### src/rtl/mem_access_unit.sv
// Load/store sequencer sitting behind the MMU: issues the translation strobe, then runs one
// word-wide bus transaction with lane steering, load extension and a bus timeout.
module mem_access_unit #(
    parameter int TIMEOUT   = 255,
    parameter int CNT_WIDTH = 8
) (
    input  logic        clk,
    input  logic        res,
    input  logic        req,
    input  logic        we,
    input  logic [1:0]  size,
    input  logic        sign_ext,
    input  logic [31:0] vaddr,
    input  logic [31:0] wdata,
    output logic        busy,
    output logic        done,
    output logic [31:0] rdata,
    output logic [2:0]  exc,
    output logic        mmu_addr_valid,
    output logic [31:0] mmu_vaddr,
    output logic        mmu_write,
    input  logic [31:0] mmu_paddr,
    input  logic        mmu_io,
    input  logic [1:0]  mmu_exc,
    output logic        bus_req,
    output logic        bus_io,
    output logic        bus_we,
    output logic [31:0] bus_addr,
    output logic [3:0]  bus_be,
    output logic [31:0] bus_wdata,
    input  logic        bus_ack,
    input  logic [31:0] bus_rdata
);
    typedef enum logic [1:0] {S_IDLE, S_TRANS, S_BUS, S_DONE} state_t;

    localparam logic [2:0] EXC_NONE = 3'd0;
    localparam logic [2:0] EXC_ADEL = 3'd1;
    localparam logic [2:0] EXC_ADES = 3'd2;
    localparam logic [2:0] EXC_BUS  = 3'd6;
    localparam logic [CNT_WIDTH-1:0] CNT_LAST = CNT_WIDTH'(TIMEOUT - 1);

    state_t               state_q, state_d;
    logic                 we_q, we_d;
    logic [1:0]           size_q, size_d;
    logic                 sext_q, sext_d;
    logic [1:0]           off_q, off_d;
    logic [31:0]          wdata_q, wdata_d;
    logic [CNT_WIDTH-1:0] cnt_q, cnt_d;
    logic                 bus_req_q, bus_req_d;
    logic                 bus_io_q, bus_io_d;
    logic                 bus_we_q, bus_we_d;
    logic [31:0]          bus_addr_q, bus_addr_d;
    logic [3:0]           bus_be_q, bus_be_d;
    logic [31:0]          bus_wdata_q, bus_wdata_d;
    logic [2:0]           exc_q, exc_d;
    logic [31:0]          rdata_q, rdata_d;

    logic                 misaligned;
    logic [31:0]          shifted;
    logic [31:0]          load_val;
    logic                 unused_paddr_bits;

    assign unused_paddr_bits = ^mmu_paddr[1:0];

    always_comb begin
        case (size)
            2'd0:    misaligned = 1'b0;
            2'd1:    misaligned = vaddr[0];
            default: misaligned = |vaddr[1:0];
        endcase
    end

    // Bring the addressed lane down to bit 0, then truncate and extend to the access size.
    always_comb begin
        shifted = bus_rdata >> {off_q, 3'b000};
        case (size_q)
            2'd0:    load_val = {{24{sext_q & shifted[7]}}, shifted[7:0]};
            2'd1:    load_val = {{16{sext_q & shifted[15]}}, shifted[15:0]};
            default: load_val = shifted;
        endcase
    end

    always_comb begin
        // NOTE: every signal gets a default first so no path through the case infers a latch.
        state_d        = state_q;
        we_d           = we_q;
        size_d         = size_q;
        sext_d         = sext_q;
        off_d          = off_q;
        wdata_d        = wdata_q;
        cnt_d          = cnt_q;
        bus_req_d      = bus_req_q;
        bus_io_d       = bus_io_q;
        bus_we_d       = bus_we_q;
        bus_addr_d     = bus_addr_q;
        bus_be_d       = bus_be_q;
        bus_wdata_d    = bus_wdata_q;
        exc_d          = exc_q;
        rdata_d        = rdata_q;
        mmu_addr_valid = 1'b0;

        case (state_q)
            S_IDLE: begin
                if (req) begin
                    we_d    = we;
                    size_d  = size;
                    sext_d  = sign_ext;
                    off_d   = vaddr[1:0];
                    wdata_d = wdata;
                    if (misaligned) begin
                        exc_d   = we ? EXC_ADES : EXC_ADEL;
                        rdata_d = '0;
                        state_d = S_DONE;
                    end else begin
                        mmu_addr_valid = 1'b1;
                        state_d        = S_TRANS;
                    end
                end
            end
            S_TRANS: begin
                if (mmu_exc != 2'd0) begin
                    exc_d   = 3'd2 + {1'b0, mmu_exc};
                    rdata_d = '0;
                    state_d = S_DONE;
                end else begin
                    bus_addr_d = {mmu_paddr[31:2], 2'b00};
                    bus_io_d   = mmu_io;
                    bus_we_d   = we_q;
                    bus_req_d  = 1'b1;
                    cnt_d      = '0;
                    case (size_q)
                        2'd0: begin
                            bus_be_d    = 4'b0001 << off_q;
                            bus_wdata_d = {4{wdata_q[7:0]}};
                        end
                        2'd1: begin
                            bus_be_d    = off_q[1] ? 4'b1100 : 4'b0011;
                            bus_wdata_d = {2{wdata_q[15:0]}};
                        end
                        default: begin
                            bus_be_d    = 4'b1111;
                            bus_wdata_d = wdata_q;
                        end
                    endcase
                    state_d = S_BUS;
                end
            end
            S_BUS: begin
                // An ack arriving on the last permitted cycle still completes normally.
                if (bus_ack) begin
                    bus_req_d = 1'b0;
                    rdata_d   = we_q ? '0 : load_val;
                    exc_d     = EXC_NONE;
                    state_d   = S_DONE;
                end else if (cnt_q == CNT_LAST) begin
                    bus_req_d = 1'b0;
                    rdata_d   = '0;
                    exc_d     = EXC_BUS;
                    state_d   = S_DONE;
                end else begin
                    cnt_d = cnt_q + 1'b1;
                end
            end
            S_DONE:  state_d = S_IDLE;
            default: state_d = S_IDLE;
        endcase
    end

    always_ff @(posedge clk) begin
        // NOTE: sequential state uses non-blocking assignments only, so all flops update together.
        if (res) begin
            state_q     <= S_IDLE;
            we_q        <= 1'b0;
            size_q      <= 2'd0;
            sext_q      <= 1'b0;
            off_q       <= 2'd0;
            wdata_q     <= '0;
            cnt_q       <= '0;
            bus_req_q   <= 1'b0;
            bus_io_q    <= 1'b0;
            bus_we_q    <= 1'b0;
            bus_addr_q  <= '0;
            bus_be_q    <= 4'b0000;
            bus_wdata_q <= '0;
            exc_q       <= EXC_NONE;
            rdata_q     <= '0;
        end else begin
            state_q     <= state_d;
            we_q        <= we_d;
            size_q      <= size_d;
            sext_q      <= sext_d;
            off_q       <= off_d;
            wdata_q     <= wdata_d;
            cnt_q       <= cnt_d;
            bus_req_q   <= bus_req_d;
            bus_io_q    <= bus_io_d;
            bus_we_q    <= bus_we_d;
            bus_addr_q  <= bus_addr_d;
            bus_be_q    <= bus_be_d;
            bus_wdata_q <= bus_wdata_d;
            exc_q       <= exc_d;
            rdata_q     <= rdata_d;
        end
    end

    assign busy      = (state_q != S_IDLE);
    assign done      = (state_q == S_DONE);
    assign rdata     = rdata_q;
    assign exc       = exc_q;
    assign mmu_vaddr = vaddr;
    assign mmu_write = we;
    assign bus_req   = bus_req_q;
    assign bus_io    = bus_io_q;
    assign bus_we    = bus_we_q;
    assign bus_addr  = bus_addr_q;
    assign bus_be    = bus_be_q;
    assign bus_wdata = bus_wdata_q;

endmodule
### config.mk
export PLATFORM = sky130hd
export DESIGN_NAME = mem_access_unit
export DESIGN_NICKNAME = d
export VERILOG_FILES = /design/src/rtl/mem_access_unit.sv
export SDC_FILE = /design/constraint.sdc
export NUM_CORES = 1
export LEC_CHECK = 0
export BUFFER_PORTS_ARGS = -buffer_cell sky130_fd_sc_hd__buf_4
export CORE_MARGIN = 1.5
export CORE_UTILIZATION = 44
export DETAILED_ROUTE_END_ITERATION = 8
export MAX_ROUTING_LAYER = met4
export PLACE_DENSITY = 0.76
export SETUP_SLACK_MARGIN = 0.1
export SLEW_MARGIN = 25
export SYNTH_ARGS = -nofsm -noshare
export SYNTH_HDL_FRONTEND = slang
export SYNTH_SLANG_ARGS = --single-unit
### constraint.sdc
create_clock -name clk -period 2 [get_ports clk]
set_clock_uncertainty 0.05 [all_clocks]
set_input_delay 0.2 -clock clk [delete_from_list [all_inputs] [get_ports clk]]
set_output_delay 0.2 -clock clk [all_outputs]
set_load 0.1 [all_outputs]
==> flow_summary.ini <==
[clocking]
cts_htree_levels = 4
clock_sinks = 152
cts_made_buffers = 17
tritoncts = yes
clk_pin_slew_ns = 0.07
cts_root_buf = clkbuf_16
clockBufferDepth = 2
clock_latency_ns = 0.43

[floorplan]
start_util_pct = 45.17
rows = 46
die_width_um = 130.7
die_h_um = 130.7
core-area_mm2 = 0.01589
fp.dieArea_mm2 = 0.01708
floorplan.io_pins = 281

[timing]
finalSetupViolCount = 0
min_period_over_period_pct = 98.95
fmax_mhz = 505.3
hold_viol = 0
holdWs_ns = 0.03247
maxSlewViolCount = 0
slew_headroom_pct = 61.82
worst_pin_slew_ns = 0.5706
min_period_ns = 1.979
rsz0062_at_grt = true

[worst_setup_path]
start_kind = flop
path_class = flop to flop
r2r-start = state_q[1]
r2r_end = rdata[27]
end_kind = flop
setup.worst_path.end = rdata[27]
worstPathRequired_ns = 2.26
reg2reg_slack_ns = 0.02
reg2reg_depth = 6
cp_data_arrival_time_ns = 2.24
crit_fanout = 8
crit_start = state_q[1]

[global_routing]
grt_pass1_vias = 6856
grt_overflow = 0
grtUsageMet3_pct = 5.619
grtUsageTotal_pct = 27.29
grt_busiest_layer = met2
grt_antenna_before_repair = 0
met2_usage_pct = 44.98
grt_pass1_wl_mm = 35.16
grt_max_degree = 93
met1_usage_pct = 33.15

[run]
max_cap_violations = 0

[routing]
drc = 0
vias = 7593
dr.pass1.iters = 6
post_drt_via_cell_ratio = 5.591
drt-initial-drc-count = 645
wl_per_cell_um = 18.11
finalWirelength_mm = 24.59
antenna_left = 0

[layout]
nets = 1275
syn2layout_area_growth_pct = 54.02
antenna_cells = 0
drive_gt1_share_pct = 34.41
final_area_mm2 = 0.01105

[pwr]
power.density_mw_per_mm2 = 1187
power.leakage_nw = 4.252
ir_drop_mv = 0.7913

[place]
hpwl_mm = 14.56
place_area_mm2 = 0.008994
io_buffers = 216
routabilityCongestion = 0.8827

[synthesis]
ys_ff_latch = 152
synth.distinct_cells = 53
synth_area_mm2 = 0.007176
yosysWarnings = 0
async_reset_ff_share_pct = 0
ys_seq_area_share_pct = 42.41
syn-instance-count = 873
synth_area_per_cell_um2 = 8.220
synth-main-ff-cell = dfxtp_1
synth_edf_count = 0

[run_status]
status = completed

[worst_hold_path]
hold_class = primary input to flop
==> kinds of logic after synthesis <==
| logic type | synth area share [%] |
|---|---|
| adder cells (fa/ha/maj) | 1.221 |
| flip-flops | 42.41 |
| AND/OR/NAND/NOR | 17.82 |
| other | 0.05226 |
| AO/OA/AOI/OAI | 22.16 |
| buffers and inverters | 8.683 |
| XOR/XNOR | 0.1221 |
| multiplexers | 7.533 |
==> what timing repair did <==
item / in CTS / in global routing
endpoints found under the setup margin: 39 / 87
endpoints found under the hold margin: 68 / 0
buffers inserted: 4 / 4
resized for setup: 34 / 71
hold buffers: 68 / 0
gates cloned: 4 / 2
pin swaps: 13 / 8
==> through the flow <==
stage	instances	utilization, %	TNS, ns	setup WS (ns)	total power [mW]
after detailed placement	1244	56.62	-0.08689	-0.04083	8.629
after floorplan	874	-	-0.06882	-0.02294	7.313
after CTS	1352	66.31	0	0.03552	12.46
after global placement	1244	56.62	0	0.05298	8.553
after global routing	1358	69.57	-0.09689	-0.06115	13.57
final	1358	69.57	0	0.02097	13.12
==> routing by layer <==
layer  vias to the layer above  part of all wire (%)
li1                       3568                     -
met1                      3647                    41
met2                       313                    50
met3                        65                   6.5
met4                         0                   3.0
met5                         -                     0
==> power breakdown <==
group	internal [mW]	total (mW)	switching (mW)	leakage, nW
Clock	1.87	3.28	1.40	0.283
Sequential	3.36	3.64	0.277	1.24
Combinational	2.21	6.20	3.99	2.73
Total	7.45	13.1	5.67	4.25
==> synth_stat cells (3+ instances only) <==
cell	n	area share, %
a211oi_1	10	1.0
a21boi_0	10	1.0
a21oi_1	107	7.5
a311oi_1	16	2.0
a31oi_1	5	0.44
buf_1	9	0.47
buf_2	8	0.56
buf_4	37	3.9
clkbuf_1	52	2.7
dfxtp_1	152	42
ha_1	7	1.2
inv_1	9	0.47
mux2i_1	36	5.0
mux4_2	8	2.5
nand2_1	221	12
nand2b_1	8	0.70
nand3_1	4	0.28
nand4_1	3	0.26
nor2_1	33	1.7
nor2b_1	4	0.35
nor3_1	4	0.28
o21a_1	5	0.52
o21ai_0	23	1.6
o21ai_1	3	0.21
o311ai_0	24	2.9
o31ai_1	18	1.9
o41ai_1	16	2.0
or4_1	9	0.94
==> critical path: stages, from the launching register on <==
cell     delay [ns]
dfxtp_2        0.34
buf_4          0.14
ha_2           0.21
and3b_2        0.25
buf_4          0.14
nand2_1        0.28
o41ai_1        0.46
==> state kept, by name, summed over array words and instances (netlist names) <==
register	count
bus_be	4
exc	3
off_q	2
bus_req	1
state_q	2
bus_wdata	32
sext_q	1
we_q	1
bus_io	1
size_q	2
bus_we	1
bus_addr	30
wdata_q	32
cnt_q	8
rdata	32
==> cell type report <==
type | count | area, um^2
Clock inverter | 14 | 162.7
Sequential cell | 152 | 3052
Timing Repair Buffer | 344 | 3022
Clock buffer | 18 | 429.2
Inverter | 9 | 36.28
Tap cell | 216 | 270.3
Fill cell | 1188 | 4833
Multi-Input combinational cell | 605 | 4080
==> layout by cell type, fill, tap and decap left out, types with 11 or more instances in the layout <==
cell	count
buf_4	255
nand2_1	221
dfxtp_1	147
a21oi_1	101
dlygate4sd3_1	68
mux2i_1	36
nor2_1	33
o21ai_0	23
clkbuf_16	18
a311oi_1	16
o31ai_1	15
o311ai_4	13
buf_12	12
o41ai_2	11
==> worst min path at each step <==
stage                   start             to  slack, ns  depth (start not counted)
finish               sign_ext         sext_q       0.03                          3
global placement    vaddr[16]  mmu_vaddr[16]       0.35                          0
detailed placement  vaddr[16]  mmu_vaddr[16]       0.35                          0
floorplan           wdata[16]    wdata_q[16]       0.29                          2
global route         sign_ext         sext_q       0.04                          3
CTS                  sign_ext         sext_q      0.003                          3
Power figures use the tool's default switching activity.
